===== src/rtl/vga_pattern_gen.sv =====
// vga_pattern_gen: test-pattern source behind the VGA timing generator, 2-cycle aligned RGB/de/hs/vs
// Ports:
//   in_pclk, in_rstn            pixel clock, asynchronous active-low reset
//   in_x, in_y                  active pixel / line index from the timing generator
//   in_valid, in_de             pixel strobe, data enable
//   in_hs, in_vs                syncs, active low
//   in_pattern_sel              requested pattern, taken only at frame start (in_vs falling)
//   in_solid_rgb                {R,G,B} for the solid pattern
//   out_data                    {R,G,B}, zero whenever the delayed de or valid is low
//   out_valid/out_de/out_hs/out_vs  inputs delayed by 2 cycles
//   out_frame_cnt               frames started since reset, wraps at 255
module vga_pattern_gen #(
  parameter int PW          = 14,
  parameter int BPC         = 8,
  parameter int H_ActivePix = 640,
  parameter int V_ActivePix = 480,
  parameter int CHECK_LOG2  = 4
) (
  input  logic               in_pclk,
  input  logic               in_rstn,
  input  logic [PW-1:0]      in_x,
  input  logic [11:0]        in_y,
  input  logic               in_valid,
  input  logic               in_de,
  input  logic               in_hs,
  input  logic               in_vs,
  input  logic [2:0]         in_pattern_sel,
  input  logic [3*BPC-1:0]   in_solid_rgb,
  output logic [3*BPC-1:0]   out_data,
  output logic               out_valid,
  output logic               out_de,
  output logic               out_hs,
  output logic               out_vs,
  output logic [7:0]         out_frame_cnt
);
  localparam int BW = H_ActivePix / 8;
  localparam logic [PW-1:0] BW_M1  = PW'(BW - 1);
  localparam logic [PW-1:0] H_LAST = PW'(H_ActivePix - 1);
  localparam logic [11:0]   V_LAST = 12'(V_ActivePix - 1);

  logic               valid_q, de_q, hs_q, vs_q;
  logic               valid2_q, de2_q, hs2_q, vs2_q;
  logic [2:0]         pat_q, pat_d, pat1_q;
  logic [7:0]         frame_cnt_q, frame_cnt_d;
  logic [PW-1:0]      pix_cnt_q, pix_cnt_d;
  logic [2:0]         bar_idx_q, bar_idx_d, bar1_q;
  logic [BPC-1:0]     hramp_q, vramp_q;
  logic               check_q, line_q, border_q;
  logic [3*BPC-1:0]   solid_q, colour, data_d, data_q;
  logic               frame_start, bar_end;

  // vs_q doubles as the registered copy of in_vs used for edge detection
  assign frame_start = vs_q & ~in_vs;
  assign pat_d       = frame_start ? in_pattern_sel : pat_q;
  assign frame_cnt_d = frame_cnt_q + 8'(frame_start);
  assign bar_end     = pix_cnt_q == BW_M1;

  always_comb begin
    pix_cnt_d = !in_de ? '0 : !in_valid ? pix_cnt_q : bar_end ? '0 : pix_cnt_q + 1'b1;
    bar_idx_d = !in_de ? 3'd0 : (in_valid && bar_end && bar_idx_q != 3'd7) ? bar_idx_q + 3'd1 : bar_idx_q;
  end

  // colour bars: R off for bars 2,3,6,7; G off for 4..7; B off for odd bars
  always_comb begin
    colour = {{BPC{~bar1_q[1]}}, {BPC{~bar1_q[2]}}, {BPC{~bar1_q[0]}}};
    case (pat1_q)
      3'd1: colour = {3{hramp_q}};
      3'd2: colour = {3{vramp_q}};
      3'd3: colour = {3*BPC{check_q}};
      3'd4: colour = solid_q;
      3'd5: colour = {3*BPC{line_q}};
      3'd6: colour = {3*BPC{border_q}};
      default: ;
    endcase
    data_d = (de_q && valid_q) ? colour : '0;
  end

  // stage 1 captures the pattern in force before any latch on this cycle,
  // so a pixel coinciding with frame start still uses the old pattern
  always_ff @(posedge in_pclk or negedge in_rstn) begin
    if (!in_rstn) begin
      valid_q     <= 1'b0;
      de_q        <= 1'b0;
      hs_q        <= 1'b1;
      vs_q        <= 1'b1;
      valid2_q    <= 1'b0;
      de2_q       <= 1'b0;
      hs2_q       <= 1'b1;
      vs2_q       <= 1'b1;
      pat_q       <= '0;
      pat1_q      <= '0;
      frame_cnt_q <= '0;
      pix_cnt_q   <= '0;
      bar_idx_q   <= '0;
      bar1_q      <= '0;
      hramp_q     <= '0;
      vramp_q     <= '0;
      check_q     <= 1'b0;
      line_q      <= 1'b0;
      border_q    <= 1'b0;
      solid_q     <= '0;
      data_q      <= '0;
    end else begin
      valid_q     <= in_valid;
      de_q        <= in_de;
      hs_q        <= in_hs;
      vs_q        <= in_vs;
      valid2_q    <= valid_q;
      de2_q       <= de_q;
      hs2_q       <= hs_q;
      vs2_q       <= vs_q;
      pat_q       <= pat_d;
      pat1_q      <= pat_q;
      frame_cnt_q <= frame_cnt_d;
      pix_cnt_q   <= pix_cnt_d;
      bar_idx_q   <= bar_idx_d;
      bar1_q      <= bar_idx_q;
      hramp_q     <= in_x[BPC-1:0];
      vramp_q     <= in_y[BPC-1:0];
      check_q     <= in_x[CHECK_LOG2] ^ in_y[CHECK_LOG2];
      line_q      <= in_x[7:0] == frame_cnt_q;
      border_q    <= in_x == '0 || in_x == H_LAST || in_y == '0 || in_y == V_LAST;
      solid_q     <= in_solid_rgb;
      data_q      <= data_d;
    end
  end

  assign out_data      = data_q;
  assign out_valid     = valid2_q;
  assign out_de        = de2_q;
  assign out_hs        = hs2_q;
  assign out_vs        = vs2_q;
  assign out_frame_cnt = frame_cnt_q;
endmodule


===== config.mk =====
export PLATFORM = sky130hd
export DESIGN_NAME = vga_pattern_gen
export DESIGN_NICKNAME = d
export VERILOG_FILES = /design/src/rtl/vga_pattern_gen.sv
export SDC_FILE = /design/constraint.sdc
export NUM_CORES = 1
export LEC_CHECK = 0
export ABC_AREA = 1
export CORE_ASPECT_RATIO = 2
export CORE_MARGIN = 2
export CORE_UTILIZATION = 50
export DETAILED_ROUTE_END_ITERATION = 6
export MAX_ROUTING_LAYER = met4
export PLACE_DENSITY = 0.79
export RECOVER_POWER = 100
export SLEW_MARGIN = 0
export SYNTH_ARGS = -nofsm -noshare
export SYNTH_HDL_FRONTEND = slang
export SYNTH_SLANG_ARGS = --single-unit

===== constraint.sdc =====
create_clock -name in_pclk -period 1.9 [get_ports in_pclk]
set_input_delay 0.19 -clock in_pclk [delete_from_list [all_inputs] [get_ports in_pclk]]
set_output_delay 0.19 -clock in_pclk [all_outputs]
set_load 0.1 [all_outputs]

After elaboration in Yosys (flattened, before gate mapping)

Cells that the tools add are included.

Memories: 0
Input bits: 59
Flip-flop bits (word level): 109
Bits in writable memories: 0
Bits in read-only memories: 0
Bits in latches: 0

Bitwise operators: 6
Shift operators: 0
Multiplexer cells: 7
$add $sub $neg: 3
Reduce and logical (&&, ||, !) cells: 8
Div/mod/pow operators: 0
Equality and inequality tests: 13
Multiply operators: 0
$lt $le $gt $ge: 0

Operator list:

| operator                                                                 | count |
|---|---|
| 24-bit one-hot mux with 6 select lines                                   | 1 |
| 14-bit two-way mux                                                       | 3 |
| 24-bit two-way mux                                                       | 1 |
| 14-bit by 1-bit adder with 14-bit output (second input constant)         | 1 |
| 14-bit by 10-bit equality test with 1-bit output (second input constant) | 1 |
| 14-bit by 7-bit equality test with 1-bit output (second input constant)  | 1 |
| 14-bit zero test                                                         | 1 |
| 12-bit by 9-bit equality test with 1-bit output (second input constant)  | 1 |
| 12-bit zero test                                                         | 1 |
| 3-bit equality test (second input constant)                              | 3 |
| 8-bit by 1-bit adder with 8-bit output                                   | 1 |
| 8-bit equality test                                                      | 1 |
| 3-bit by 2-bit equality test with 1-bit output (second input constant)   | 2 |
| 3-bit two-way mux                                                        | 2 |
| 1-bit inverter                                                           | 4 |
| 3-bit by 1-bit adder with 3-bit output (second input constant)           | 1 |
| 3-bit by 1-bit equality test with 1-bit output (second input constant)   | 1 |
| 1-bit logical AND                                                        | 3 |
| 1-bit logical OR                                                         | 3 |
| 3-bit inequality test (second input constant)                            | 1 |
| 2-bit by 1-bit inequality test with 1-bit output (second input constant) | 1 |
| 2-bit inequality test (second input constant)                            | 1 |
| 1-bit bitwise AND                                                        | 1 |
| 1-bit bitwise XOR                                                        | 1 |

Longest topological paths before layout

Gate-level depths: netlist of the first run.

Depth in word-level cells: 5
Mapped depth: 9

Least setup slack after synthesis of the first run

No wires, ideal clock.

Path kind: register to register
From: register frame_cnt_q[0], in the netlist out_frame_cnt[0]
To: register frame_cnt_q[7], in the netlist out_frame_cnt[7]
Setup time: 0.129 ns
Path slack: -0.128 ns
Cell stages (with the launch flop): 6
Arrival: 1.899 ns
Buffers on the path: 0
Cell sequence: dfrtp_1 > ha_1 > nand3_1 > nor3_1 > nand3_1 > xor2_1

Word-level cells in the longest chain between the ends: 1

RTL lines:

| what                                   | line | source |
|---|---|---|
| start: declaration                     | 44   | `logic [7:0] frame_cnt_q, frame_cnt_d;` |
| start signal: assignment               | 114  | `frame_cnt_q <= frame_cnt_d;` |
| 8-bit by 1-bit adder with 8-bit output | 55   | `assign frame_cnt_d = frame_cnt_q + 8'(frame_start);` |
| via frame_cnt_d[7]                     | 44   |  |

The timed path passes the listed nets, and every way through them passes these cells.
A chain may end at the register's enable or synchronous reset.

Final worst setup path of the first run

From: register bar_idx_q[0]
To: register bar_idx_q[2]

Word-level cells in the longest chain between the ends: 3
Elaborated cells between the ends (all ways): 6
Classes of those cells: add/sub: 1; eq/ne: 2; mux: 2; reduce/logical: 1

RTL lines:

| what                                                                                  | line | source |
|---|---|---|
| start: declaration                                                                    | 46   | `logic [2:0] bar_idx_q, bar_idx_d, bar1_q;` |
| start signal: assignment                                                              | 116  | `bar_idx_q <= bar_idx_d;` |
| 3-bit by 1-bit adder with 3-bit output or 3-bit inequality test (tied branches)       | 60   | `bar_idx_d = !in_de ? 3'd0 : (in_valid && bar_end && bar_idx_q != 3'd7) ? bar_idx_q + 3'd1 : bar_idx_q;` |
| 3-bit two-way mux or 1-bit logical AND (tied branches)                                | 60   |  |
| 3-bit two-way mux or 2-bit by 1-bit inequality test with 1-bit output (tied branches) | --   |  |

Parallel ways exist; a longest one is shown, timed or not. The select of a mux whose other input is x is not followed.

==> out/results.ini, run 1 <==
[placement]
placed_area_um2=5270
routabilityCongestion=0.792
dp_hpwl_mm=7.28
dp_cells=615
portBuffers=94

[detailed_routing]
routed_via_density=5.15
detail-route-antenna-nets=0
wirelength_mm=9.58
wl_met3_um=401
wl_met1_mm=3.26
wl_per_cell_um=15.2
vias=3255
route.top_layer_used=met4
wl_met2_mm=5.54
drt_iter0_drc=207
firstDrtPassIters=4
drc=0

[synthesis]
synth-xor-area-share_pct=2.67
avgSynthCellArea_um2=10.2
yosys-top-cells-area=dfrtp_1 (62%), nand2_1 (8.0%), a21oi_1 (5.5%)
synthesis.nets=484
syn-cell-area_um2=4270
yosys.area.top_type=dfrtp_1
ys_types=30
async_reset_ff_share_pct=100
seq_area_frac_synth_pct=64.0
synth_top_family_by_area=simple AND/OR/NAND/NOR gates
synthMuxAreaShare_pct=0
synth-simple-area-share_pct=18.7
synth_warnings=0
synth-compound-area-share_pct=9.20
synth_cells=420
synth-edff-count=0
synthAdderAreaFrac_pct=1.47
ys_ff_latch=109
ys.flop_type=dfrtp_1
synth_top_area_share_pct=61.5

[cts]
clock-root-buffer=clkbuf_16
cts_buffer_depth=2
clk_latency_ns=0.34
ctsHtreeMaxLevel=3
cts_sinks=109
cts_made_buffers=9
tritoncts=done
path_clk_slew_ns=0.07

[sta]
timing.hold.ws_ns=0.357
slew_viol_final=0
finalCritPeriodShare_pct=85.0
relSlewSlack_pct=54.5
rsz0062_at_grt=no
finalHoldViolCount=0
setup_viol=0
max_slew.worst_pin.slew_ns=0.682
period_minus_slack_ns=1.62
clock_skew_ns=0.00549
finalSetupTns_ns=0
max_freq_ghz=0.619

[pwr]
switchingPower_uw=2430
p_leak_uw=0.00261
p_per_area_nw_per_um2=1180
seq_power_share_pct=42.6
clkPwrFrac_pct=28.3
p_sw_share_pct=37.7
ir_drop_mv=1.13
p_int_uw=4010
power_frac_comb_pct=29.1

[global_route]
antenna_found_initial=0
grt_overflow=0
grt_pass1_vias=3387
grt_use_total_pct=23.0
grt_pass1_wl_mm=16.0
grt_max_degree=64

[die]
core_area_um2=8290
initial_core_util_pct=51.5
dieHeight_um=135
dieWidth_um=69.3
dieArea_um2=9340
rows=47
pin_count=95

[final_layout]
stdcell_area_um2=5470
fillers=638
stdcell_count=632
drive_gt1_share_pct=15.0
syn_to_final_growth_pct=28.2
nNetsFinal=593
n_antenna_cell=0

[setup_path]
end_kind=register
critPathLaunchType=register
crit_fanout=4
worst-setup-path-type=register to register
cp.required_ns=2.13
worst_ep_arrival_time_ns=1.84
worst-r2r-setup-slack_ns=0.28

[flow_run]
maxCapViolCount=0

[worst_hold_path]
hp-class=register to register

[outcome]
run_status=finished clean

timing repair:
action                                  4_1_cts  5_1_grt
endpoints found under the setup margin        0        1
endpoints found under the hold margin        22        0
hold buffers                                  1        0
buffers inserted                              0        0
resized for setup                             0        1
critical path, stage by stage (launching register included):
cell and delay (ns):
dfrtp_1 0.41, ha_1 0.21, ha_1 0.17, o21ai_0 0.40, nand2_1 0.16, nand2_1 0.09
nand2_1 0.06
cells in the mapped netlist (2+ instances only):
master	number
a21oi_1	47
a21oi_2	4
buf_2	2
buf_6	2
dfrtp_1	105
dfstp_2	4
ha_1	5
inv_1	29
inv_2	2
nand2_1	91
nand2_2	2
nand3_1	16
nand3b_1	4
nand4_1	11
nor2_1	48
nor3_1	5
nor4_1	2
o21ai_0	14
o21ai_2	2
or2_2	4
xnor2_1	4
xor2_1	9
state kept, by name (all words and copies together), names as in the netlist:
| name | cells |
|---|---|
| vramp_q | 8 |
| pat_q | 3 |
| out_vs | 1 |
| vs_q | 1 |
| out_frame_cnt | 8 |
| out_data | 24 |
| check_q | 1 |
| border_q | 1 |
| pix_cnt_q | 14 |
| out_valid | 1 |
| pat1_q | 3 |
| solid_q | 24 |
| hramp_q | 8 |
| bar_idx_q | 3 |
| out_de | 1 |
| valid_q | 1 |
| de_q | 1 |
| out_hs | 1 |
| bar1_q | 3 |
| hs_q | 1 |
| line_q | 1 |
logic make-up after synthesis:
family          count (synthesis)
simple gates                  185
fa+ha+maj                       5
flops                         109
compound gates                 71
buf+inv                        37
xor+xnor                       13
layer usage:
| layer | GRT usage, % | vias to the layer above |
|---|---|---|
| met3 | 5.00 | 23 |
| met1 | 22.2 | 1541 |
| li1 | - | 1588 |
| met4 | 11.3 | 0 |
| met5 | - | - |
| met2 | 42.3 | 103 |
placed cells by master (no fill, tap or decap):
cell type	n
or2_2	4
dlygate4sd3_1	45
o21ai_4	1
o21ai_1	1
clkbuf_1	3
clkdlybuf4s50_1	13
xor2_1	9
o21bai_1	1
a21oi_1	47
inv_1	30
buf_4	5
clkbuf_16	9
inv_2	1
dfrtp_1	104
dfstp_2	4
a21oi_2	4
clkinv_2	4
nor3_1	4
nand3b_1	4
o22ai_1	1
ha_1	5
nand2_2	2
nand4_1	11
o21ai_2	2
nor2_1	49
nand3_1	16
nor3_4	1
dfrtp_2	1
xnor2_1	4
nand2_1	91
nor4_1	2
nor3_2	1
bufinv_16	1
o21ai_0	14
buf_12	1
clkbuf_2	38
clkbuf_8	1
cell type report:
cell class / instances / area [µm²] / share of cell area (%)
Clock inverter: 5 / 50.0 / 0.915
Tap cell: 98 / 123 / 2.24
Timing Repair Buffer: 104 / 836 / 15.3
Clock buffer: 11 / 243 / 4.44
Inverter: 31 / 116 / 2.13
Sequential cell: 109 / 2730 / 50.0
Multi-Input combinational cell: 274 / 1370 / 25.0
through the flow:
stage / power, µW / setup slack, ns / util (%)
floorplan: 4190 / 0.0218 / -
global placement: 4720 / 0.192 / 63.5
detailed placement: 4760 / 0.0580 / 63.5
CTS: 6590 / 0.148 / 67.2
global route: 6730 / 0.0984 / 66.0
finish: 6440 / 0.284 / 66.0
worst paths after layout:
check / from / to / cells after the start
max in group asynchronous: in_rstn / out_data[12]$_DFF_PN0_ / 3
min in group asynchronous: in_rstn / out_frame_cnt[3]$_DFF_PN0_ / 2
hold reg to reg: hs_q$_DFF_PN1_ / out_hs$_DFF_PN1_ / 0
setup reg to reg: bar_idx_q[0]$_DFFE_PN0P_ / bar_idx_q[2]$_DFFE_PN0P_ / 6
setup / recovery: bar_idx_q[0]$_DFFE_PN0P_ / bar_idx_q[2]$_DFFE_PN0P_ / 6
hold / removal: hs_q$_DFF_PN1_ / out_hs$_DFF_PN1_ / 0
power groups by stage:
stage	clock network, µW	registers, µW	logic (µW)
finish	1820	2740	1880
global route	1970	2770	1990
CTS	1850	2750	1990
detailed placement	0	2790	1980
global placement	0	2780	1940
floorplan	0	3720	472
(Power assumes the default switching activity.)
==> inputs of run 2 (changes only) <==
Settings changed: CELL_PAD_IN_SITES_DETAIL_PLACEMENT from default to 0, CELL_PAD_IN_SITES_GLOBAL_PLACEMENT from default to 1, CORE_MARGIN 2 to 3, CORE_UTILIZATION 50 to 38, PLACE_DENSITY 0.79 to default, PLACE_DENSITY_LB_ADDON from default to 0.1.
==> run 2 against run 1 <==
Against the previous run:
- global-route usage fell by 5.4 points
- clock skew is 0.0012 ns higher
- setup slack got worse by 0.043 ns
- die area up 35%
- core utilization is 15 points lower
- final cell count increased by 6.5%
- sequential cell count unchanged
- non-clock buffer count down 1
==> out/results.ini, run 2 (same netlist as run 1, synthesis figures left out) <==
[outcome]
run_status=finished clean

[detailed_routing]
wirelength_mm=10.0
wl_per_cell_um=14.9
vias=3159
routed_via_density=4.69
drt_iter0_drc=89
drc=0
firstDrtPassIters=4
detail-route-antenna-nets=0

[pwr]
ir_drop_mv=1.05
seq_power_share_pct=40.7
switchingPower_uw=2440
power_frac_comb_pct=27.4
p_sw_share_pct=36.3
p_int_uw=4280
clkPwrFrac_pct=31.9
p_leak_uw=0.00261
p_per_area_nw_per_um2=1210

[setup_path]
worst-setup-path-type=register to register
end_kind=register
crit_fanout=2
cp.required_ns=2.13
critPathLaunchType=register
worst_ep_arrival_time_ns=1.88

[sta]
setup_viol=0
timing.hold.ws_ns=0.358
period_minus_slack_ns=1.66
max_slew.worst_pin.slew_ns=0.947
finalHoldViolCount=0
finalSetupTns_ns=0
relSlewSlack_pct=36.8
finalCritPeriodShare_pct=87.3
rsz0062_at_grt=no
clock_skew_ns=0.00670
slew_viol_final=0
max_freq_ghz=0.603

[final_layout]
mostFrequentLayoutCells=dfrtp_1 (104), nand2_1 (92), a21oi_1 (49)
nNetsFinal=592
layout_commonest_cell=dfrtp_1
drive_gt1_share_pct=14.1
fillers=1087
n_antenna_cell=0
syn_to_final_growth_pct=29.9

[global_route]
grt_pass1_wl_mm=16.4
grt_use_total_pct=17.5
antenna_found_initial=0
grt_max_degree=49
grt_pass1_vias=3355
grt_overflow=0

[cts]
post-cts-setup-buffers=0
path_clk_slew_ns=0.07
ctsHtreeMaxLevel=3
tritoncts=done
cts_made_buffers=9
cts_sinks=109
clk_latency_ns=0.34
cts_buffer_depth=2
clock-root-buffer=clkbuf_16

[die]
initial_core_util_pct=39.0
rows=54
dieWidth_um=81.0
dieHeight_um=156
pin_count=95
core_area_um2=10900
dieArea_um2=12600

[flow_run]
maxCapViolCount=0

[placement]
dp_hpwl_mm=7.62
routabilityCongestion=0.837
portBuffers=94

[worst_hold_path]
hp-class=register to register

run 2: what timing repair did:
item / 4_1_cts / 5_1_grt
endpoints found under the hold margin: 35 / 0
hold buffers: 1 / 0
resized for setup: 0 / 0
setup endpoints to repair: 0 / 0
run 2: final cells by class:
| type | instances | area (µm²) | share of cell area [%] |
|---|---|---|---|
| clock buffer | 11 | 243 | 4.38 |
| tap | 140 | 175 | 3.16 |
| timing repair buffer | 103 | 812 | 14.6 |
| clock inverter | 5 | 106 | 1.92 |
| multi-input combinational | 274 | 1360 | 24.5 |
| sequential | 109 | 2730 | 49.3 |
| inverter | 31 | 116 | 2.10 |
run 2: worst paths after layout:
check / cells after the start / slack, ns / startpoint / end
worst max register to register: 7 / 0.24 / vs_q$_DFF_PN1_ / out_frame_cnt[7]$_DFF_PN0_
min in group asynchronous: 2 / 0.53 / in_rstn / vramp_q[7]$_DFF_PN0_
worst min-delay path: 0 / 0.36 / hs_q$_DFF_PN1_ / out_hs$_DFF_PN1_
worst max-delay path: 7 / 0.24 / vs_q$_DFF_PN1_ / out_frame_cnt[7]$_DFF_PN0_
max in group asynchronous: 3 / 0.39 / in_rstn / out_vs$_DFF_PN1_
worst min register to register: 0 / 0.36 / hs_q$_DFF_PN1_ / out_hs$_DFF_PN1_
run 2: worst max-delay path, stage by stage, from the launching register on:
cell and delay, ns:
dfstp_2 0.53, inv_1 0.04, nor2_1 0.12, ha_1 0.19
nand3_1 0.11, nor3_1 0.26, nand3_1 0.13, xor2_1 0.16
run 2: metrics by stage:
stage / area [µm²] / setup WS [ns] / std cells / util [%] / power (µW)
5_1_grt: 5540 / 0.0374 / 673 / 50.7 / 7020
3_3_place_gp: 5310 / 0.175 / 656 / 48.5 / 4740
3_5_place_dp: 5310 / 0.123 / 656 / 48.5 / 4760
2_1_floorplan: 4270 / 0.0218 / 420 / - / 4190
4_1_cts: 5670 / 0.209 / 673 / 51.8 / 6920
6_report: 5540 / 0.241 / 673 / 50.7 / 6720
run 2: power groups by stage:
stage               Sequential [µW]  Combinational [µW]  Clock (µW)
floorplan                      3720                 472           0
global placement               2780                1960           0
detailed placement             2780                1970           0
CTS                            2740                1980        2200
global route                   2760                1960        2290
finish                         2730                1840        2140
run 2: per-layer routing:
metal,vias to the layer above,GRT usage (%),routed length (µm),part of all wire (%)
met5,-,-,0,0
met4,0,6.61,244,2.4
met3,17,3.06,425,4.2
met2,70,32.6,5760,58
met1,1490,17.6,3590,36
li1,1582,-,-,-
==> inputs of run 3 (changes only) <==
Settings changed: CORE_UTILIZATION 38 to 48, DONT_BUFFER_PORTS from default to 1.
==> run 3 against run 2 <==
Against the previous run:
- the run now ends with negative hold slack left
- first-iteration DRC count increased by 78%
- setup slack better by 0.0043 ns
- via count decreased by 0.22%
- highest routed layer unchanged
- critical endpoint is now out_vs
- clock skew grew 0.0030 ns
- combinational power is 4% lower
- critical path depth decreased by 7
- largest cell class unchanged
- clock power fell by 8%
==> out/results.ini, run 3 (same netlist as run 1, synthesis figures left out) <==
[outcome]
run_status=finished with violations
violations=negative hold slack

[die]
dieWidth_um=72.7
pin_count=95
rows=48
dieHeight_um=139
dieArea_um2=10100
core_area_um2=8650
initial_core_util_pct=49.4

[setup_path]
end_kind=output pin
worstSetupPathDepth=0
crit_fanout=1
critPathLaunchType=register
ff2ff_path_depth=7
worst-setup-path-type=register to output pin
cp.required_ns=1.71
worst_ep_arrival_time_ns=1.46

[final_layout]
postLayoutCoreUtil_pct=61.5
drive_gt1_share_pct=13.2
stdcell_count=614
layout_commonest_cell=dfrtp_1
regArea_um2=2730
fillers=778
multi_input_area_um2=1370
mostFrequentLayoutCells=dfrtp_1 (104), nand2_1 (92), nor2_1 (48)
syn_to_final_growth_pct=24.6
n_antenna_cell=0
nNetsFinal=574

[pwr]
p_leak_uw=0.00252
ir_drop_mv=1.23
p_per_area_nw_per_um2=1210

[global_route]
grt_max_degree=110
grt_util_met2_pct=35.9
antenna_found_initial=0
grtUsageMet3_pct=5.35
grt_use_met1_pct=22.3
grt_use_total_pct=20.7
grt_pass1_wl_mm=15.6
grt_overflow=0
grt_pass1_vias=3228
busiest_layer=met2

[placement]
dp_cells=552
routabilityCongestion=0.858
dp_hpwl_mm=6.38
portBuffers=0

[detailed_routing]
vias=3152
firstDrtPassIters=4
wl_per_cell_um=15.4
drc=0
drt_iter0_drc=158
routed_via_density=5.13
detail-route-antenna-nets=0
wirelength_mm=9.44

[cts]
cts_made_buffers=9
cts_buffer_depth=2
post-cts-setup-buffers=0
cts_resized=0
clk_latency_ns=0.35
path_clk_slew_ns=0.07
clock-root-buffer=clkbuf_16
cts_hold_buf=47
ctsHtreeMaxLevel=3
cts_sinks=109
tritoncts=done

[sta]
max_slew.worst_pin.slew_ns=0.915
finalCritPeriodShare_pct=87.1
relSlewSlack_pct=39.2
finalSetupTns_ns=0
clock_skew_ns=0.00969
finalHoldViolCount=109
setup_viol=0
max_freq_ghz=0.605
period_minus_slack_ns=1.65
slew_viol_final=0
rsz0062_at_grt=no
timing.hold.ws_ns=-0.473

[flow_run]
maxCapViolCount=0

[worst_hold_path]
hp-class=primary input to asynchronous set/reset pin

## run 3: worst paths after layout
check / to / start / slack, ns
min reg2reg: out_vs$_DFF_PN1_ / vs_q$_DFF_PN1_ / 0.37
min: out_data[13]$_DFF_PN0_ / in_rstn / -0.47
max in group asynchronous: out_hs$_DFF_PN1_ / in_rstn / 2.16
max: out_vs / out_vs$_DFF_PN1_ / 0.25
max reg2reg: out_frame_cnt[7]$_DFF_PN0_ / vs_q$_DFF_PN1_ / 0.25
min in group in_pclk: border_q$_DFF_PN0_ / in_y[10] / 0.03
## run 3: stage by stage
step	area (µm²)	setup WS, ns	total power, µW
global route	5320	0.0719	6750
finish	5320	0.246	6460
CTS	5410	0.204	6600
floorplan	4270	0.0218	4190
global placement	4630	0.265	4530
detailed placement	4630	0.217	4540
## run 3: cell type report
cell class	count	area share [%]
Sequential cell	109	51.4
Multi-Input combinational cell	274	25.7
Timing Repair Buffer	85	12.5
Clock buffer	10	4.31
Tap cell	100	2.35
Inverter	31	2.19
Clock inverter	5	1.60
## run 3: metal layers
| layer | share of wire [%] | routed length [µm] | vias up |
|---|---|---|---|
| met1 | 37 | 3480 | 1511 |
| li1 | - | - | 1550 |
| met4 | 2.1 | 195 | 0 |
| met3 | 4.5 | 424 | 14 |
| met2 | 57 | 5340 | 77 |
| met5 | 0 | 0 | - |
## run 3: power breakdown
group	total (µW)	internal [µW]	switching (µW)
clock network	1970	1160	818
logic	1760	365	1400
registers	2720	2560	162
total	6460	4080	2380
